==> config.mk <==
export PLATFORM = sky130hd
export DESIGN_NAME = jump_ctl
export DESIGN_NICKNAME = d
export VERILOG_FILES = /design/src/rtl/jump_ctl.sv
export SDC_FILE = /design/constraint.sdc
export NUM_CORES = 1
export LEC_CHECK = 0
export BUFFER_PORTS_ARGS = -buffer_cell sky130_fd_sc_hd__buf_2
export CORE_UTILIZATION = 25
export DETAILED_ROUTE_END_ITERATION = 10
export PLACE_DENSITY = 0.45
export SKIP_CTS_REPAIR_TIMING = 1
export SLEW_MARGIN = 10
export SYNTH_ARGS = -nofsm -noshare
export SYNTH_HDL_FRONTEND = slang
export SYNTH_SLANG_ARGS = --single-unit
==> constraint.sdc <==
create_clock -name clk -period 2.69 [get_ports clk]
set_clock_uncertainty 0.2 [all_clocks]
set_input_delay 0.269 -clock clk [delete_from_list [all_inputs] [get_ports clk]]
set_output_delay 0.269 -clock clk [all_outputs]
set_load 0.05 [all_outputs]
==> src/rtl/jump_ctl.sv <==
// Jump/branch controller: resolves decoded branch ops into a combinational
// jump request for the PC, with a programmable target LUT and a call/return stack.
module jump_ctl #(
    parameter int D  = 9,
    parameter int LW = 4,
    parameter int SD = 4
) (
    input  logic                      clk,
    input  logic                      reset,
    input  logic [D-1:0]              prog_ctr,
    input  logic [2:0]                br_op,
    input  logic [LW-1:0]             lut_idx,
    input  logic                      flag_z,
    input  logic                      lut_we,
    input  logic [LW-1:0]             lut_waddr,
    input  logic [D-1:0]              lut_wdata,
    output logic                      jb_en,
    output logic [D-1:0]              target,
    output logic [$clog2(SD+1)-1:0]   depth,
    output logic                      stk_ovf,
    output logic                      stk_unf
);

    localparam int DW = $clog2(SD + 1);
    localparam int LN = 1 << LW;

    localparam logic [2:0] OP_NONE = 3'b000;
    localparam logic [2:0] OP_JMP  = 3'b001;
    localparam logic [2:0] OP_BEQ  = 3'b010;
    localparam logic [2:0] OP_BNE  = 3'b011;
    localparam logic [2:0] OP_CALL = 3'b100;
    localparam logic [2:0] OP_RET  = 3'b101;

    logic [D-1:0] lut [LN];
    logic [D-1:0] stk [SD];

    logic [D-1:0] lut_rd;
    logic [D-1:0] stk_top;
    logic [D-1:0] ret_addr;
    logic [D-1:0] tgt;
    logic         full;
    logic         empty;
    logic         take;
    logic         push;
    logic         pop;
    logic         ovf_set;
    logic         unf_set;

    // LUT read sees the pre-edge contents, so a same-cycle write is not bypassed.
    assign lut_rd   = lut[lut_idx];
    assign full     = (depth == DW'(SD));
    assign empty    = (depth == '0);
    assign ret_addr = prog_ctr + D'(1);

    always_comb begin
        stk_top = '0;
        for (int i = 0; i < SD; i++) begin
            if (depth == DW'(i + 1)) begin
                stk_top = stk[i];
            end
        end
    end

    always_comb begin
        take    = 1'b0;
        tgt     = '0;
        push    = 1'b0;
        pop     = 1'b0;
        ovf_set = 1'b0;
        unf_set = 1'b0;
        case (br_op)
            OP_JMP: begin
                take = 1'b1;
                tgt  = lut_rd;
            end
            OP_BEQ: begin
                take = flag_z;
                tgt  = flag_z ? lut_rd : '0;
            end
            OP_BNE: begin
                take = ~flag_z;
                tgt  = flag_z ? '0 : lut_rd;
            end
            OP_CALL: begin
                if (full) begin
                    ovf_set = 1'b1;
                end else begin
                    take = 1'b1;
                    tgt  = lut_rd;
                    push = 1'b1;
                end
            end
            OP_RET: begin
                if (empty) begin
                    unf_set = 1'b1;
                end else begin
                    take = 1'b1;
                    tgt  = stk_top;
                    pop  = 1'b1;
                end
            end
            OP_NONE: ;
            default: ;
        endcase
    end

    // Reset gates the request so the PC never sees a jump while held in reset.
    assign jb_en  = reset & take;
    assign target = reset ? tgt : '0;

    always_ff @(posedge clk or negedge reset) begin
        if (!reset) begin
            for (int i = 0; i < LN; i++) begin
                lut[i] <= '0;
            end
        end else if (lut_we) begin
            lut[lut_waddr] <= lut_wdata;
        end
    end

    always_ff @(posedge clk or negedge reset) begin
        if (!reset) begin
            for (int i = 0; i < SD; i++) begin
                stk[i] <= '0;
            end
        end else if (push) begin
            for (int i = 0; i < SD; i++) begin
                if (depth == DW'(i)) begin
                    stk[i] <= ret_addr;
                end
            end
        end
    end

    always_ff @(posedge clk or negedge reset) begin
        if (!reset) begin
            depth   <= '0;
            stk_ovf <= 1'b0;
            stk_unf <= 1'b0;
        end else begin
            if (push) begin
                depth <= depth + DW'(1);
            end else if (pop) begin
                depth <= depth - DW'(1);
            end
            if (ovf_set) begin
                stk_ovf <= 1'b1;
            end
            if (unf_set) begin
                stk_unf <= 1'b1;
            end
        end
    end

endmodule

Word level (Yosys, flattened, before mapping)
Cells that the tools add are included.
Storage, ports and cells
  word-level logic and storage cells: 76
  output and inout port bits: 15
  input bits: 33
  flip-flop bits (word level): 185
Cells by class
  $lt $le $gt $ge: 3
  reductions and logical operators: 7
  equal/unequal tests: 9
  muxes and demuxes: 27
  bitwise logic cells: 4
  add/subtract/negate cells: 3
Operators with widths (count)
  bitwise mux 144 bit: 1
  2-to-1 mux 9 bit: 12
  one-hot mux 9 bit (5 select lines): 1
  binary-select mux 9 bit (select 4 bit): 1
  demux 9 bit (select 4 bit): 1
  equality test 3 x 2 -> 1 bit (second input constant): 4
  greater-or-equal comparator 5 bit (second input constant): 2
  NOT 4 -> 5 bit: 2
  adder 9 x 1 -> 9 bit (second input constant): 1
  equality test 3 bit (second input constant): 3
  2-to-1 mux 1 bit: 8
  AND reduction 2 bit: 4
  equality test 3 x 1 -> 1 bit (second input constant): 2
  2-to-1 mux 3 bit: 2
  less-than comparator 5 x 1 -> 1 bit (second input constant): 1
  one-hot mux 1 bit (5 select lines): 1
  adder 3 x 1 -> 3 bit (second input constant): 1
  zero test 3 bit: 1
  subtractor 3 x 1 -> 3 bit (second input constant): 1
  nonzero test 2 bit: 1
  AND 1 bit: 1
  logical AND 1 bit: 1
  NOT 1 bit: 1

Longest topological paths before layout
Gate-level depths: netlist of run 1.
  depth in word-level cells: 8
  depth in mapped cells: 9
  depth with buffers taken out: 7

Worst setup path before layout of run 1
No wires, ideal clock.
  path kind: register -> output
  start point: register depth[2]
  end point: output target[1]
  buffers on the path: 1
  arrival time: 2.898 ns
  required time: 2.221 ns
  stages on the path, launching flop included: 9
  setup slack: -0.677 ns
  cell sequence: dfrtp_1 -> clkinv_1 -> ha_1 -> buf_2 -> nor2_1 -> a21oi_1 -> or3_1 -> a21bo_2 -> a31oi_1
On the way
  longest elaborated chain between the ends: 8
  elaborated cells between the ends (all ways): 13
  classes of those cells: eq/ne: 4; mux: 8; reduce/logical: 1
Ends and longest elaborated chain
  from (decl): RTL line 19  | output logic [$clog2(SD+1)-1:0] depth,
  from (signal assigned): RTL line 142  | depth <= depth + DW'(1);
  from (signal assigned): RTL line 144  | depth <= depth - DW'(1);
  equality test 3 x 1 -> 1 bit: RTL line 58  | if (depth == DW'(i + 1)) begin
  2-to-1 mux 9 bit (4 in a row): RTL line 58
  2-to-1 mux 9 bit: RTL line 94  | if (empty) begin
  one-hot mux 9 bit (5 select lines) *: RTL line 71  | case (br_op)
  2-to-1 mux 9 bit *: RTL line 109  | assign target = reset ? tgt : '0;
  to (decl): RTL line 18  | output logic [D-1:0] target,
Every way passes the cells marked *; elsewhere a longest branch is shown, timed or not.

Worst setup path after layout of run 1
  start point: register depth[1]
  end point: output target[0]
The elaborated chain is that of the path after synthesis.

==> reports/metrics.csv, run 1 <==
stage,metric,value,unit
run_status,status,"complete, but fails checks",
run_status,failing checks,negative setup slack,
die,# rows,68,
detailed_routing,First DRT Iteration DRCs,258,
critical_path,CP startpoint kind,flip-flop,
critical_path,CP Max Fanout,7,
synthesis,top_reg_cell synth,dfrtp_1,
placement,Post-DP Area,0.0100,sq mm
synthesis,Syn Area/Cell,13.6,sq um
synthesis,asr flop ratio synth,1.00,
global_routing,vias in the first global route,5933,
clock_tree,"CTS clk-pin slew, worst paths",0.07,ns
final_layout,n_diodes,0,
power_and_ir_drop,Pleak,4.52,nW
synthesis,post-synthesis cell type count,51,
clock_tree,total CTS buffers,17,
critical_path,CP Launch Point,depth[1],
critical_path,Setup CP Type,reg2out,
final_layout,P&R area growth vs syn,21.7,%
power_and_ir_drop,VDD IR max,0.000453,V
detailed_routing,wire per inst,19.2,um
timing,fin worst setup slack,-0.193,ns
global_routing,grt ovf,0,
synthesis,"flops & latches, synth",185,
critical_path,Critical Path AT,2.41,ns
synthesis,Post-Synthesis Cells,652,
synthesis,Post-synth EDFFs,0,
synthesis,Yosys top cell by area,dfrtp_1,
global_routing,Overall Global Routing Usage,0.134,
critical_path,CP required,2.22,ns
flow_run,Max-Cap Viols,0,
synthesis,largest cells by area after synthesis,"dfrtp_1, mux2_2, mux4_2",
synthesis,synthesized cell area,0.00889,sq mm
clock_tree,clk sink count,185,
timing,Setup Viol. Count Final,10,
detailed_routing,drt pass-1 iters,4,
timing,RSZ-0062 raised after global routing,yes,
timing,Final Hold Fails,0,
clock_tree,CTS tree,done,
global_routing,pin count of the biggest net entering global routing,99,
detailed_routing,Vias,5600,
die,core box area,0.0348,sq mm
timing,Slew Limit Headroom,0.388,
final_layout,Layout Nets,771,
die,# IOs,48,
detailed_routing,final WL,23000,um
clock_tree,Worst-Skew Late Latency,0.43,ns
synthesis,YS warnings,0,
die,Die Ht,191,um
min_path,HP Start,prog_ctr[8],
timing,Worst Tran Pin Value,0.918,ns
clock_tree,CTS Root Cell,clkbuf_16,
detailed_routing,antenna-violating nets left,0,
detailed_routing,via/cell ratio,4.67,
timing,fin crit share,1.07,
global_routing,antenna violations before repair,0,
placement,estimated wirelength of the detail-placed design,15400,um
final_layout,Final Cell Area,0.0108,sq mm
critical_path,reg2reg start,depth[1],
die,Die ar.,0.0363,sq mm
timing,fin. max-slew vios,0,
final_layout,share of layout cells above drive strength 1,0.469,
synthesis,sequential area share after synthesis,0.520,
final_layout,post-route core utilization,0.311,
synthesis,top cell type's share of synthesized area,0.520,
power_and_ir_drop,PwrDens,831,mW/mm^2
global_routing,first-pass GRT wire length,36200,um
die,Initial Util,0.256,
die,die span in x,191,um
clock_tree,clk buf depth,2,
min_path,min-delay worst type,in2reg,
clock_tree,H-tree Lvls,4,
synthesis,Syn Nets,692,
timing,Peak Freq,347,MHz
critical_path,critical path capture point type,primary output,
timing,Tmin final,2.88,ns
placement,gp weighted congestion,0.743,
placement,I/O Buffers,47,
detailed_routing,# DRC,0,
## cell type report
class | count | area, sq um
Sequential cell | 185 | 4630
Timing Repair Buffer | 99 | 777
Clock buffer | 17 | 425
Multi-Input combinational cell | 423 | 4260
Clock inverter | 15 | 131
Inverter | 5 | 22.5
Fill cell | 3487 | 24000
Tap cell | 455 | 569
## cell usage after synthesis, drive strengths merged, types with 2 or more instances
| master | number |
|---|---|
| nand2 | 53 |
| nor2 | 16 |
| nand3b | 3 |
| mux2 | 154 |
| clkbuf | 17 |
| nor2b | 4 |
| xnor2 | 4 |
| mux4 | 32 |
| a21oi | 10 |
| a222oi | 5 |
| o2111ai | 2 |
| nand2b | 6 |
| a22oi | 9 |
| buf | 22 |
| a31o | 3 |
| nand3 | 8 |
| ha | 7 |
| a21bo | 2 |
| or3 | 6 |
| nor3 | 9 |
| a2bb2oi | 2 |
| a22o | 4 |
| and2 | 3 |
| xor2 | 4 |
| a221oi | 2 |
| o22ai | 8 |
| a31oi | 2 |
| inv | 4 |
| mux2i | 16 |
| dfrtp | 185 |
| o21ai | 39 |
## stage by stage
stage / power, mW / setup slack, ns / hold WS, ns / setup TNS, ns / instances
after CTS: 8.89 / -0.457 / -0.520 / -3.84 / 1192
after global routing: 9.53 / -0.277 / 0.0221 / -2.50 / 1199
final: 8.99 / -0.193 / 0.00863 / -1.53 / 1199
after detailed placement: 6.42 / -0.0370 / -0.0434 / -0.0370 / 1160
after floorplan: 5.64 / 0.0268 / -0.227 / 0 / 652
after global placement: 6.38 / -0.0270 / -0.0415 / -0.0270 / 1160
## path summary, 6_finish.rpt
check | end | slack, ns | depth (start not counted)
max | target[0] | -0.19 | 9
min | stk[17] | 0.009 | 3
min in group asynchronous | depth[1] | 0.06 | 2
min reg2reg | stk_ovf | 0.29 | 1
max in group asynchronous | lut[38] | 1.06 | 3
max reg2reg | stk[1] | 0.47 | 8
## state kept, by name (all words and copies together) (netlist names)
signal	flops
lut	144
stk	36
depth	3
stk_ovf	1
stk_unf	1
## worst max-delay path, cell delays in order (launching register included)
cell and delay, ns:
dfrtp_2 0.44, inv_2 0.07, ha_2 0.19, nor2b_4 0.14
buf_6 0.14, a22o_1 0.21, a22oi_1 0.16, a2bb2oi_1 0.31
o22ai_4 0.12, buf_4 0.20
## cell usage in the layout (no fill, tap or decap), types with 6 or more instances in the layout
cell / netlist / final
clkbuf_16: 0 / 17
dfrtp_1: 185 / 182
a21oi_1: 10 / 9
buf_4: 5 / 41
nand3_1: 8 / 8
mux4_1: 13 / 13
mux2_2: 153 / 153
buf_6: 5 / 12
mux2i_1: 16 / 16
nand2_1: 53 / 53
a22oi_1: 9 / 6
nor3_2: 7 / 7
o21ai_0: 39 / 35
mux4_2: 19 / 19
or3_1: 6 / 6
buf_2: 11 / 36
o22ai_4: 0 / 7
nor2_1: 12 / 11
## power breakdown
part | internal [mW] | switching, mW
clock network | 1.22 | 1.22
logic | 1.29 | 1.22
registers | 3.58 | 0.460
total | 6.09 | 2.90
## per-layer routing
metal,GRT usage,routed length (um),up-vias
met5,0,0,-
met2,0.199,10200,92
li1,-,-,2579
met4,0.0342,260,0
met3,0.0283,672,15
met1,0.196,11900,2914
## logic make-up (layout without fill, tap and decap cells)
logic type      count (synthesis)  in the layout  share of synthesized area
mux                           202            202                      0.299
compound gates                 93             93                     0.0682
fa+ha+maj                       7              7                    0.00985
flops                         185            185                      0.520
xor+xnor                        8              8                    0.00788
simple gates                  113            113                     0.0654
buf+inv                        44            136                     0.0287
Note: power is estimated with default switching activity, not from simulation.
==> run 2, diff against run 1 <==
--- a/config.mk
+++ b/config.mk
@@ -11,3 +11,2 @@
 export PLACE_DENSITY = 0.45
-export SKIP_CTS_REPAIR_TIMING = 1
 export SLEW_MARGIN = 10
--- a/constraint.sdc
+++ b/constraint.sdc
@@ -4,2 +4,2 @@
 set_output_delay 0.269 -clock clk [all_outputs]
-set_load 0.05 [all_outputs]
+set_load 0.005 [all_outputs]
==> run 2 against run 1 <==
  * The flow still finishes with violations (negative setup slack)
  * Combinational power decreased by 6%
  * Critical path depth decreased by 2
  * Routed wire length about the same
  * Sequential power about the same
  * Register-to-register slack improved by 0.11 ns
  * First-iteration DRC count decreased by 14%
  * Clock-buffer cell count increased by 3
  * Fmax increased by 3.1%
  * Utilization decreased by 0.37 points
  * Setup slack improved by 0.085 ns
==> reports/metrics.csv, run 2 (synthesis gave the netlist of run 1 again) <==
stage,metric,value,unit
min_path,worst hold path depth,3,
power_and_ir_drop,total power,8.91,mW
final_layout,"commonest non-fill, non-tap cell in the layout",dfrtp_1,
timing,Peak Freq,358,MHz
detailed_routing,drt pass-1 iters,4,
critical_path,Crit path buffers/inverters,2,
final_layout,Largest Register,lut,
run_status,failing checks,negative setup slack,
critical_path,"Max stage delay cell, worst path",dfrtp_1,
detailed_routing,final WL,23000,um
final_layout,post-route core utilization,0.307,
critical_path,Critical Path AT,2.33,ns
die,Initial Util,0.256,
critical_path,CP Max Fanout,6,
final_layout,max FFs per register,144,
critical_path,CP startpoint kind,flip-flop,
timing,RSZ-0062 raised after global routing,yes,
clock_tree,H-tree Lvls,4,
critical_path,cells along the critical path,ha_2 -> ha_4 -> buf_8 -> and2b_2 -> a222oi_1 -> o22ai_2 -> buf_2,
final_layout,largest registers,"lut: 144 flops, stk: 36 flops, depth: 3 flops",
placement,gp weighted congestion,0.766,
global_routing,antenna violations before repair,0,
flow_run,Max-Cap Viols,0,
final_layout,n_diodes,0,
global_routing,grt ovf,0,
final_layout,# fillers,3499,
timing,fin crit share,1.04,
clock_tree,CTS Root Cell,clkbuf_16,
timing,Final Hold Fails,0,
die,# IOs,48,
critical_path,CP required,2.22,ns
timing,Setup Viol. Count Final,6,
final_layout,P&R area growth vs syn,20.2,%
placement,estimated wirelength of the detail-placed design,15500,um
critical_path,Setup CP Type,reg2out,
global_routing,first-pass GRT wire length,36800,um
clock_tree,"CTS clk-pin slew, worst paths",0.08,ns
global_routing,vias in the first global route,5917,
timing,fin. max-slew vios,0,
power_and_ir_drop,Pleak,4.52,nW
final_layout,"commonest cells after routing, fill and taps aside","dfrtp_1, mux2_2, nand2_1",
placement,Post-Place Cells,1151,
placement,Post-Place Worst Slack,-0.00909,ns
critical_path,critical path capture point type,primary output,
timing,fin worst setup slack,-0.107,ns
power_and_ir_drop,VDD IR max,0.000421,V
die,# rows,68,
timing,hold_ws,0.0246,ns
critical_path,crit-path leading delay family,compound AO/OA/AOI/OAI gates,
clock_tree,clk buf depth,2,
critical_path,CP Depth,7,
min_path,min-delay worst type,in2reg,
timing,Slew Limit Headroom,0.452,
detailed_routing,antenna-violating nets left,0,
detailed_routing,# DRC,0,
die,Die ar.,0.0363,sq mm
detailed_routing,First DRT Iteration DRCs,221,
critical_path,Worst path max stage delay,0.43,ns
placement,I/O Buffers,47,
timing,Worst Tran Pin Value,0.822,ns
critical_path,R2R depth,9,
run_status,status,"complete, but fails checks",
timing,Tmin final,2.80,ns
final_layout,Layout Nets,770,
clock_tree,total CTS buffers,17,
global_routing,Overall Global Routing Usage,0.136,
final_layout,share of layout cells above drive strength 1,0.456,
die,core box area,0.0348,sq mm
clock_tree,clk sink count,185,
global_routing,pin count of the biggest net entering global routing,107,
detailed_routing,Vias,5564,
clock_tree,Worst-Skew Late Latency,0.43,ns
detailed_routing,via/cell ratio,4.64,
power_and_ir_drop,PwrDens,833,mW/mm^2
final_layout,Final Instance Count excl. Fillers,1198,
clock_tree,CTS tree,done,
die,die span in x,191,um
die,Die Ht,191,um
detailed_routing,wire per inst,19.2,um
==> run 2: changes by cell type in the layout (fill, tap and decap cells not counted), moves of 2 or more <==
cell        before  now
buf_2           36   46
buf_4           41   38
buf_6           12    3
clkbuf_8         1    3
clkinv_4         3    1
clkinvlp_4       3    1
dfrtp_1        182  184
dfrtp_2          3    1
o22ai_1          0    5
o22ai_4          7    1
==> run 2: repair_timing <==
action,in CTS,in global routing
hold buffers,4,0
endpoints found under the setup margin,9,10
buffers inserted,6,5
pin swaps,15,5
hold endpoints to repair,129,0
resized for setup,33,13
==> run 2: worst min-delay path: cells and delay by family <==
family	cells	cell delay, ns
buffers and inverters	1	0.09
xor gates and xnor gates	1	0.12
AOI/OAI and AO/OA	1	0.14
==> run 2: area by class of cell <==
cell class / instances / area (sq um) / share of cell area
multi-input cells: 423 / 4180 / 0.391
clock buffers: 20 / 457 / 0.0427
flip-flops and latches: 185 / 4630 / 0.433
repair buffers: 98 / 713 / 0.0667
well taps: 455 / 569 / 0.0532
inverters: 5 / 18.8 / 0.00176
clock inverters: 12 / 126 / 0.0118
==> run 2: path summary, 6_finish.rpt <==
| check | from | to | slack (ns) |
|---|---|---|---|
| max | depth[0] | target[8] | -0.11 |
| max reg2reg | depth[0] | stk[2] | 0.58 |
| min | prog_ctr[4] | stk[31] | 0.02 |
| max in group asynchronous | reset | lut[7] | 1.15 |
| min reg2reg | stk[33] | stk[33] | 0.29 |
| min in group asynchronous | reset | stk[10] | 0.07 |
==> run 2: power breakdown <==
part	total [mW]	leakage, nW	switching [mW]	internal, mW
Clock	2.53	0.287	1.18	1.36
Combinational	2.36	1.95	1.05	1.31
Sequential	4.01	2.28	0.436	3.58
==> run 2: metrics by stage <==
| step | area [sq um] | setup TNS (ns) |
|---|---|---|
| after CTS | 10600 | -0.612 |
| after global placement | 9780 | -0.0303 |
| after floorplan | 8890 | 0 |
| after detailed placement | 9780 | -0.00909 |
| after global routing | 10700 | -1.48 |
| final | 10700 | -0.473 |
==> run 2: layer usage <==
layer	vias up	track usage	part of all wire
met4	0	0.0391	0.012
li1	2572	-	-
met1	2883	0.193	0.50
met2	93	0.206	0.45
met5	-	0	0
met3	16	0.0285	0.035
==> run 3, diff against run 2 <==
--- a/config.mk
+++ b/config.mk
@@ -11,2 +11,3 @@
 export PLACE_DENSITY = 0.45
+export RECOVER_POWER = 100
 export SLEW_MARGIN = 10
==> constraint.sdc (replaced) <==
create_clock -name clk -period 2.69 [get_ports clk]
set_clock_uncertainty 0.2 [all_clocks]
set_input_delay 0.4035 -clock clk [delete_from_list [all_inputs] [get_ports clk]]
set_output_delay 0.4035 -clock clk [all_outputs]
set_load 0.005 [all_outputs]
==> run 3 against run 2 <==
  * The flow still finishes with violations (negative setup slack)
  * Non-clock buffer count grew 15
  * Sequential share of layout area shrank 0.52 points
  * Combinational power up 3%
  * Setup slack worse by 0.11 ns
  * Total power increased by 0.78%
  * Die area stayed put
  * Flip-flop and latch count is the same
  * Clock-buffer cell count decreased by 2
  * Cell count increased by 1.3%
  * Highest routed layer unchanged
==> reports/metrics.csv, run 3 (synthesis gave the netlist of run 1 again) <==
stage,metric,value,unit
min_path,HP Start,prog_ctr[0],
final_layout,# fillers,3500,
clock_tree,clk sink count,185,
timing,fin worst setup slack,-0.220,ns
timing,Tmin final,2.91,ns
final_layout,Final Instance Count excl. Fillers,1213,
final_layout,share of layout cells above drive strength 1,0.479,
timing,hold_ws,0.0866,ns
timing,Final Hold Fails,0,
clock_tree,Worst-Skew Late Latency,0.43,ns
final_layout,Storage cell area,0.00463,sq mm
timing,fin crit share,1.08,
clock_tree,CTS tree,done,
timing,Setup Viol. Count Final,10,
final_layout,"commonest non-fill, non-tap cell in the layout",dfrtp_1,
detailed_routing,First DRT Iteration DRCs,252,
power_and_ir_drop,VDD IR max,0.000523,V
min_path,worst hold endpoint,stk[18],
clock_tree,CTS Root Cell,clkbuf_16,
final_layout,"commonest cells after routing, fill and taps aside","dfrtp_1, mux2_2, nand2_1",
global_routing,busiest layer in global routing,met2,
detailed_routing,drt pass-1 iters,5,
critical_path,Setup CP Type,reg2out,
die,core box area,0.0348,sq mm
critical_path,RR Endpoint,stk[1],
final_layout,Final Cell Area,0.0108,sq mm
clock_tree,clk buf depth,2,
global_routing,first-pass GRT wire length,36600,um
timing,RSZ-0062 raised after global routing,yes,
final_layout,Layout Nets,785,
power_and_ir_drop,Pleak,4.58,nW
timing,Worst Tran Pin Value,1.32,ns
global_routing,met2 Usage GRT,0.207,
placement,Post-Place Worst Slack,-0.131,ns
final_layout,n_diodes,0,
placement,gp weighted congestion,0.726,
power_and_ir_drop,PwrDens,829,mW/mm^2
critical_path,CP required,2.09,ns
global_routing,Overall Global Routing Usage,0.135,
detailed_routing,wire per inst,18.8,um
critical_path,CP Max Fanout,4,
detailed_routing,antenna-violating nets left,0,
die,# rows,68,
timing,Peak Freq,344,MHz
placement,Post-DP Area,0.00991,sq mm
detailed_routing,# DRC,0,
die,# IOs,48,
die,die span in x,191,um
global_routing,grt ovf,0,
critical_path,R2R depth,8,
global_routing,met1 Track Usage GR,0.194,
die,Die Ht,191,um
placement,I/O Buffers,47,
detailed_routing,final WL,22800,um
global_routing,pin count of the biggest net entering global routing,68,
global_routing,antenna violations before repair,0,
final_layout,Largest Register,lut,
timing,Slew Limit Headroom,0.119,
global_routing,Global Route met3 Usage,0.0271,
clock_tree,"CTS clk-pin slew, worst paths",0.07,ns
global_routing,vias in the first global route,5958,
critical_path,"reg-to-reg slack, setup",0.47,ns
timing,fin. max-slew vios,0,
critical_path,CP startpoint kind,flip-flop,
critical_path,Critical Path AT,2.31,ns
run_status,failing checks,negative setup slack,
run_status,status,"complete, but fails checks",
critical_path,critical path capture point type,primary output,
timing,TNS Setup,-1.64,ns
clock_tree,total CTS buffers,17,
flow_run,Max-Cap Viols,0,
placement,Post-Place Cells,1170,
final_layout,max FFs per register,144,
critical_path,reg2reg start,depth[1],
power_and_ir_drop,total power,8.98,mW
final_layout,P&R area growth vs syn,21.7,%
final_layout,largest registers,"lut: 144 flops, stk: 36 flops, depth: 3 flops",
min_path,min-delay worst type,in2reg,
detailed_routing,Vias,5612,
final_layout,area occupied by multi-input gates,0.00425,sq mm
min_path,worst hold path depth,2,
die,Die ar.,0.0363,sq mm
clock_tree,H-tree Lvls,4,
placement,estimated wirelength of the detail-placed design,15900,um
die,Initial Util,0.256,
detailed_routing,via/cell ratio,4.63,
final_layout,post-route core utilization,0.311,
-- run 3: per-layer routing --
metal  share of wire  routed length [um]  vias up
met5               0                   0        -
met4          0.0097                 222        0
met3           0.025                 570       13
met2            0.46               10400       77
met1            0.51               11600     2916
li1                -                   -     2606
-- run 3: worst max path at each step --
stage	start	endpoint
5_1_grt	depth[1]	target[8]
2_1_floorplan	depth[2]	target[1]
4_1_cts	depth[1]	target[7]
3_5_place_dp	lut_idx[0]	target[8]
3_3_place_gp	lut_idx[0]	target[4]
6_report	depth[1]	target[7]
-- run 3: worst max-delay path, cell delays in order (launching register included) --
cell	delay, ns
dfrtp_2	0.47
ha_4	0.19
ha_4	0.18
nor2_4	0.13
a21oi_1	0.04
or3_1	0.32
a21bo_2	0.22
a31oi_4	0.19
buf_2	0.15
-- run 3: what timing repair did --
action	in CTS	in global routing
setup endpoints to repair	10	10
resized for setup	50	12
cloned	0	0
setup buffers	9	2
pin swaps	19	10
endpoints found under the hold margin	23	0
hold buffers	2	0
-- run 3: layout make-up --
class / count / share of cell area
flip-flops and latches: 185 / 0.428
clock buffers: 18 / 0.0406
repair buffers: 113 / 0.0715
clock inverters: 14 / 0.0126
inverters: 5 / 0.00220
multi-input cells: 423 / 0.393
well taps: 455 / 0.0526
-- run 3: report_power, final --
part	switching, mW	internal [mW]
Clock	1.17	1.33
Sequential	0.455	3.58
Combinational	1.07	1.38
